--- config.mk ---
export PLATFORM = sky130hd
export DESIGN_NAME = jt08_adpcm_rom_rd
export DESIGN_NICKNAME = d
export VERILOG_FILES = /design/src/rtl/jt08_adpcm_rom_rd.sv
export SDC_FILE = /design/constraint.sdc
export NUM_CORES = 1
export LEC_CHECK = 0
export CORE_ASPECT_RATIO = 1.1
export CORE_MARGIN = 2
export CORE_UTILIZATION = 56
export DETAILED_ROUTE_END_ITERATION = 8
export PLACE_DENSITY = 0.78
export SLEW_MARGIN = 20
export SYNTH_ARGS = -nofsm -noshare
export SYNTH_HDL_FRONTEND = slang
export SYNTH_SLANG_ARGS = --single-unit
--- constraint.sdc ---
create_clock -name clk -period 6.7 [get_ports clk]
set_input_delay 1.005 -clock clk [delete_from_list [all_inputs] [get_ports clk]]
set_output_delay 1.005 -clock clk [all_outputs]
set_load 0.01 [all_outputs]
--- src/rtl/jt08_adpcm_rom_rd.sv ---
// ADPCM-A ROM read responder: per-channel one-byte cache in front of a req/ok ROM port.
// Optional JT08_ADPCM_ROM_RD_STATS_EN adds saturating hit/late counters.
module jt08_adpcm_rom_rd #(
    parameter int TOUT = 24
) (
    input  logic        clk,
    input  logic        rst,
    input  logic        cen,
    input  logic [5:0]  cur_ch,
    input  logic [19:0] addr,
    input  logic        sel,
    input  logic        roe_n,
    input  logic        clr,
    output logic [19:0] rom_addr,
    output logic        rom_cs,
    input  logic [7:0]  rom_data,
    input  logic        rom_ok,
`ifdef JT08_ADPCM_ROM_RD_STATS_EN
    output logic [7:0]  hit_cnt,
    output logic [7:0]  miss_cnt,
`endif
    output logic [3:0]  data,
    output logic        data_ok,
    output logic        late
);

    localparam int CW = $clog2(TOUT + 1);

    typedef enum logic [1:0] {IDLE, FETCH, DONE} state_t;

    state_t        state_q;
    logic [CW-1:0] tout_q;
    logic [5:0]    valid_q;
    logic [19:0]   tag_q   [6];
    logic [7:0]    cbyte_q [6];

    logic [19:0]   req_addr_q;
    logic          req_sel_q;
    logic          req_pend_q;
    logic          req_cache_q;
    logic [2:0]    req_idx_q;
    logic [7:0]    byte_q;
    logic          res_ok_q;

    logic [2:0]    ch_idx;
    logic          onehot;
    logic          hit;
    logic          fetch_ok;

    always_comb begin
        ch_idx = 3'd0;
        for (int i = 0; i < 6; i++) begin
            if (cur_ch[i]) ch_idx = 3'(i);
        end
    end

    assign onehot = (cur_ch != 6'd0) && ((cur_ch & (cur_ch - 6'd1)) == 6'd0);
    // A coinciding clr invalidates before lookup, so it can never hit
    assign hit      = onehot && !clr && valid_q[ch_idx] && (tag_q[ch_idx] == addr);
    // rom_ok on the delivery edge is too late: the abort wins
    assign fetch_ok = (state_q == FETCH) && !cen && rom_ok;

    always_ff @(posedge clk) begin
        if (fetch_ok && req_cache_q) begin
            tag_q[req_idx_q]   <= req_addr_q;
            cbyte_q[req_idx_q] <= rom_data;
        end
    end

    always_ff @(posedge clk or posedge rst) begin
        if (rst) begin
            state_q     <= IDLE;
            tout_q      <= '0;
            valid_q     <= '0;
            req_addr_q  <= '0;
            req_sel_q   <= 1'b0;
            req_pend_q  <= 1'b0;
            req_cache_q <= 1'b0;
            req_idx_q   <= 3'd0;
            byte_q      <= 8'd0;
            res_ok_q    <= 1'b0;
            rom_addr    <= '0;
            rom_cs      <= 1'b0;
            data        <= 4'd0;
            data_ok     <= 1'b0;
            late        <= 1'b0;
`ifdef JT08_ADPCM_ROM_RD_STATS_EN
            hit_cnt     <= 8'd0;
            miss_cnt    <= 8'd0;
`endif
        end else begin
            late <= 1'b0;
            case (state_q)
                FETCH: begin
                    if (fetch_ok) begin
                        byte_q   <= rom_data;
                        res_ok_q <= 1'b1;
                        rom_cs   <= 1'b0;
                        state_q  <= DONE;
                        if (req_cache_q) valid_q[req_idx_q] <= 1'b1;
                    end else if (!cen) begin
                        if (tout_q == CW'(TOUT - 1)) begin
                            rom_cs  <= 1'b0;
                            state_q <= IDLE;
                        end else begin
                            tout_q <= tout_q + 1'b1;
                        end
                    end
                end
                default: ;
            endcase

            if (cen) begin
                if (req_pend_q) begin
                    if (res_ok_q) begin
                        data    <= req_sel_q ? byte_q[3:0] : byte_q[7:4];
                        data_ok <= 1'b1;
                    end else begin
                        data    <= 4'd0;
                        data_ok <= 1'b0;
                        late    <= 1'b1;
`ifdef JT08_ADPCM_ROM_RD_STATS_EN
                        if (miss_cnt != 8'hFF) miss_cnt <= miss_cnt + 8'd1;
`endif
                    end
                end else begin
                    data_ok <= 1'b0;
                end

                rom_cs  <= 1'b0;
                state_q <= IDLE;
                if (clr && onehot) valid_q[ch_idx] <= 1'b0;

                req_pend_q <= !roe_n;
                if (!roe_n) begin
                    req_addr_q  <= addr;
                    req_sel_q   <= sel;
                    req_cache_q <= onehot;
                    req_idx_q   <= ch_idx;
                    if (hit) begin
                        byte_q   <= cbyte_q[ch_idx];
                        res_ok_q <= 1'b1;
`ifdef JT08_ADPCM_ROM_RD_STATS_EN
                        if (hit_cnt != 8'hFF) hit_cnt <= hit_cnt + 8'd1;
`endif
                    end else begin
                        res_ok_q <= 1'b0;
                        tout_q   <= '0;
                        rom_addr <= addr;
                        rom_cs   <= 1'b1;
                        state_q  <= FETCH;
                    end
                end
            end
        end
    end

endmodule

=== Yosys cells after proc, flatten, opt, wreduce, memory -nomap -nowiden ===
Memory sizes are Yosys's and may differ from the RTL's.
Cells that the tools add are included.

* Multiplexer cells: 54
* Bitwise logic cells: 6
* Reduce and logical (&&, ||, !) cells: 21
* $lt $le $gt $ge: 4
* $add $sub $neg: 2
* Equality and inequality tests: 3

{| class="wikitable"
|+ Operator list
! operator !! count
|-
| two-way mux 8 bit || 5
|-
| two-way mux 5 bit || 7
|-
| two-way mux 6 bit || 5
|-
| two-way mux 1 bit || 24
|-
| == test 20 bit || 1
|-
| AND 6 bit || 2
|-
| two-way mux 3 bit || 4
|-
| logical AND 1 bit || 10
|-
| < comparator 3 x 4 -> 1 bit (second input constant) || 2
|-
| two-way mux 2 bit || 4
|-
| two-way mux 4 bit || 2
|-
| demux 1 bit (select 3 bit) || 2
|-
| >= comparator 3 x 1 -> 1 bit (second input constant) || 2
|-
| logical NOT 6 bit || 1
|-
| inverter 6 bit || 1
|-
| OR 6 bit || 1
|-
| AND reduction 2 bit || 3
|-
| nonzero test 6 bit || 1
|-
| subtractor 6 x 1 -> 6 bit (second input constant) || 1
|-
| adder 5 x 1 -> 5 bit (second input constant) || 1
|-
| == test 5 bit (second input constant) || 1
|-
| binary-select mux 1 bit (select 3 bit) || 1
|-
| logical NOT 1 bit || 3
|-
| AND reduction 3 bit || 1
|-
| 4 further kinds || 5
|}

* Register bits after elaboration: 75
* Memories kept: 2
* Output and inout port bits: 27
* Bits in writable memories: 168

{| class="wikitable"
|+ Memory list
! memory !! words !! width !! read ports !! clocked after Yosys merged registers in !! write ports !! line !! RTL
|-
| tag_q || 6 || 20 || 1 || 0 || 1 || 34 || <nowiki>logic [19:0] tag_q [6];</nowiki>
|-
| cbyte_q || 6 || 8 || 1 || 0 || 1 || 35 || <nowiki>logic [7:0] cbyte_q [6];</nowiki>
|}

=== Depth between registers and ports, before layout ===
* Depth in word-level cells: 13
* Gate-level depth with buffers: 13

=== Least setup slack after synthesis ===
No wires, ideal clock.

* Kind: input port to flip-flop
* Start point: input port cen
* End point: memory cbyte_q[0][0], enable pin
* Buffers on the path: 0
* Arrival: 3.544 ns
* Slack: 2.705 ns
* Stages: 5
* Cells stage by stage: inv_1 -> nand2_1 -> nor3_1 -> nand3b_1 -> nor3_1

* Cells in the longest elaborated chain, start to end: 6

{| class="wikitable"
|+ Ends and longest elaborated chain
! element !! line !! RTL
|-
| start: declaration || 8 || <nowiki>input logic cen,</nowiki>
|-
| logical NOT 1 bit || - ||
|-
| logical AND 1 bit (2 in a row) || 61 || <nowiki>assign fetch_ok = (state_q == FETCH) && !cen && rom_ok;</nowiki>
|-
| logical AND 1 bit || 64 || <nowiki>if (fetch_ok && req_cache_q) begin</nowiki>
|-
| two-way mux 1 bit || 64 ||
|-
| two-way mux 1 bit (not written as such) || 66 || <nowiki>cbyte_q[req_idx_q] <= rom_data;</nowiki>
|-
| end: declaration || 35 ||
|}

No other way between the ends.

=== Worst setup path after layout ===
* Start point: input port cur_ch[4]
* End point: register rom_addr[5]

* Cells in the longest elaborated chain, start to end: 9
* Elaborated cells on any way between the ends: 16

{| class="wikitable"
|+ Ends and longest elaborated chain
! element !! line !! RTL
|-
| start: declaration || 9 || <nowiki>input logic [5:0] cur_ch,</nowiki>
|-
| subtractor 6 x 1 -> 6 bit || 57 || <nowiki>assign onehot = (cur_ch != 6'd0) && ((cur_ch & (cur_ch - 6'd1)) == 6'd0);</nowiki>
|-
| AND 6 bit || 57 ||
|-
| logical NOT 6 bit || 57 ||
|-
| logical AND 1 bit || 57 ||
|-
| logical AND 1 bit (2 in a row) || 59 || <nowiki>assign hit = onehot && !clr && valid_q[ch_idx] && (tag_q[ch_idx] == addr);</nowiki>
|-
| logical AND 1 bit * || 59 ||
|-
| inverter 1 bit (no line) * || - ||
|-
| AND reduction 3 bit (no line) * || - ||
|-
| end signal: assignment || 149 || <nowiki>rom_addr <= addr;</nowiki>
|-
| end: declaration || 14 || <nowiki>output logic [19:0] rom_addr,</nowiki>
|}

Every way passes the cells marked *; elsewhere a longest branch is shown, timed or not. The select of a mux whose other input is x is not followed.
A chain may end at the register's enable or synchronous reset.

==> results_dict.tcl <==
set metrics [dict create \
    status "completed" \
    setup_viol 0 \
    tightest_slew_ns 0.986 \
    rsz0062_at_grt "false" \
    layout-area-overhead-vs-synth_pct 17.7 \
    fmax_mhz 204 \
    synth.avg_cell_area_um2 13.6 \
    first_global_vias 6797 \
    ff2ff_path_depth 9 \
    multi_input_area_um2 2930 \
    synthArstFlopShare 0.306 \
    powerDensity_nw_per_um2 294 \
    cts-resized-gates 0 \
    final_layout_size_suffix_gt1_frac 0.122 \
    worstHoldPathType "reg -> reg" \
    drc 0 \
    slew_viol_final 0 \
    clock-root-buffer "clkbuf_16" \
    yosys.area.top_type "edfxtp_1" \
    synth_most_common_cell "edfxtp_1" \
    drv_cap 0 \
    drt_iter0_drc 669 \
    n_antenna_cell 0 \
    min_from "res_ok_q$_DFF_PP0_" \
    synthTopCellsByArea "edfxtp_1 (50%), dfrtp_1 (18%), nand2_1 (3.6%), mux2i_1 (2.9%), a221oi_1 (2.0%)" \
    yosysTopAreaCellShare 0.499 \
    via_per_inst 6.23 \
    postRouteAntennaNets 0 \
    fin_util 0.674 \
    synthCells 745 \
    die-area_um2 19200 \
    required_ns 7.10 \
    clockBufferDepth 3 \
    grt_max_degree 75 \
    peakVddDrop_mv 0.204 \
    grtUsageTotal 0.259 \
    synth.distinct_cells 70 \
    cts_buffers 24 \
    hold_depth 1 \
    r2r_setup_slack_ns 3.60 \
    grt_overflow 0 \
    cts_setup_buffers 0 \
    crit_fanout 29 \
    clkSlewWorstSetupHoldPaths_ns 0.06 \
    fillers 1205 \
    synth-edff-count 168 \
    power.leakage_uw 0.00443 \
    clock_sinks 242 \
    finClkSkew_ns 0.0197 \
    hold_buffers 0 \
    min_to "late$_DFF_PP0_" \
    synth_flop_cell "edfxtp_1" \
    start_util 0.572 \
    wirelength_um 25000 \
    die_height_um 145 \
    ys_seq_elements 242 \
    drt_pass1_iterations 5 \
    die_w_um 132 \
    rows 51 \
    r2r_start "tag_q[3][4]$_DFFE_PP_" \
    path_class "in -> reg" \
    endpoint_kind "register" \
    htree_levels 1 \
    syn_area_um2 10100 \
    critPathArrivalTime_ns 5.30 \
    grt_pass1_wl_um 38500 \
    period_share 0.731 \
    final_nets 859 \
    synth_common_cells "edfxtp_1 (168), nand2_1 (96), dfrtp_1 (74)" \
    yosysWarnings 0 \
    place.gp.congestion 0.916 \
    r2r_end "rom_addr[5]$_DFFE_PP0P_" \
    regArea_um2 6900 \
    tritoncts "built" \
    clock_latency_ns 0.52 \
    synth-seq-area-share 0.682 \
    relSlewSlack 0.343 \
    vias 6681 \
    coreArea_um2 17700 \
    fin_tns_setup_ns 0 \
    ios 68 \
    port_buffers 67 \
    dp_hpwl_um 15600 \
    synth_nets 787 \
    wl_per_cell_um 23.3 \
    cp-start-kind "input port" \
    hold_viol 0 \
    fin_crit_ns 4.90 \
    grt_antenna_before_repair 0 \
]
[registers in the layout (all words and copies together), names as in the netlist, 2 cells and up]
name        flops
tag_q         120
cbyte_q        48
req_addr_q     20
rom_addr       20
byte_q          8
valid_q         6
tout_q          5
data            4
req_idx_q       3
state_q         2
[placed cells by master, fill, tap and decap left out, drive strengths merged, types with 7 or more instances in the layout]
cell / n
edfxtp: 168
nand2: 96
dfrtp: 74
clkdlybuf4s50: 66
a21oi: 36
o21ai: 36
inv: 30
mux2i: 29
clkbuf: 29
a221oi: 24
nor2: 23
mux2: 21
buf: 20
nor2b: 16
nor3b: 14
nand3: 10
o22ai: 10
clkinv: 10
nor3: 9
a211oi: 7
o31ai: 7
o31a: 7
o211ai: 7
[cell families (layout without fill, tap and decap cells)]
family,after synthesis,count (layout),share of synthesized area
buffers and inverters,69,159,0.0309
xor gates and xnor gates,6,6,0.00519
muxes,50,50,0.0569
adders and majority gates,2,2,0.00223
DFF,242,242,0.682
and+or+nand+nor,204,204,0.105
AOI/OAI and AO/OA,172,172,0.118
[area by class of cell]
| type | instances | area share |
|---|---|---|
| flip-flops and latches | 242 | 0.579 |
| multi-input cells | 434 | 0.246 |
| repair buffers | 86 | 0.0699 |
| clock buffers | 29 | 0.0555 |
| well taps | 238 | 0.0250 |
| clock inverters | 15 | 0.0152 |
| inverters | 29 | 0.00924 |
[per-stage QoR]
stage / hold WS (ns) / cell area (µm²) / total power [µW] / std cells / worst slack [ns]
after floorplan: 0.428 / 10100 / 1940 / 745 / 2.71
after global placement: 0.455 / 11000 / 2090 / 1028 / 1.34
after global routing: 0.489 / 11900 / 3610 / 1073 / 1.62
after detailed placement: 0.447 / 11000 / 2100 / 1028 / 1.25
after CTS: 0.460 / 11900 / 3510 / 1072 / 1.77
final: 0.460 / 11900 / 3510 / 1073 / 1.80
[per-layer routing]
layer	vias to the layer above	wire length, µm	global-route usage
li1	2961	-	-
met1	3319	9660	0.331
met2	328	12700	0.454
met3	73	1850	0.0405
met4	0	804	0.0864
met5	-	0	0
[worst max-delay path, cell delays in order]
cell and delay [ns]:
clkdlybuf4s50_1 0.48, buf_4 0.31, or2b_1 0.38, and3_1 0.87
a221oi_1 0.21, a2111oi_0 0.49, nand4_1 0.21, nor4_4 0.42
a31oi_4 0.31, buf_16 0.27, mux2_4 0.31
[power by group]
group	total, µW	internal (µW)	switching, µW
sequential	1750	1690	65.5
combinational	329	155	174
clock	1420	859	564
[worst max-delay path by stage]
stage | from | to | depth (start not counted)
6_report | cur_ch[4] | rom_addr[5]$_DFFE_PP0P_ | 11
5_1_grt | cur_ch[4] | rom_addr[5]$_DFFE_PP0P_ | 11
4_1_cts | cur_ch[4] | rom_addr[5]$_DFFE_PP0P_ | 10
3_5_place_dp | cur_ch[4] | rom_addr[5]$_DFFE_PP0P_ | 10
3_3_place_gp | cur_ch[4] | rom_addr[5]$_DFFE_PP0P_ | 10
2_1_floorplan | cen | cbyte_q[0][0]$_DFFE_PP_ | 5
Power figures use the tool's default switching activity.
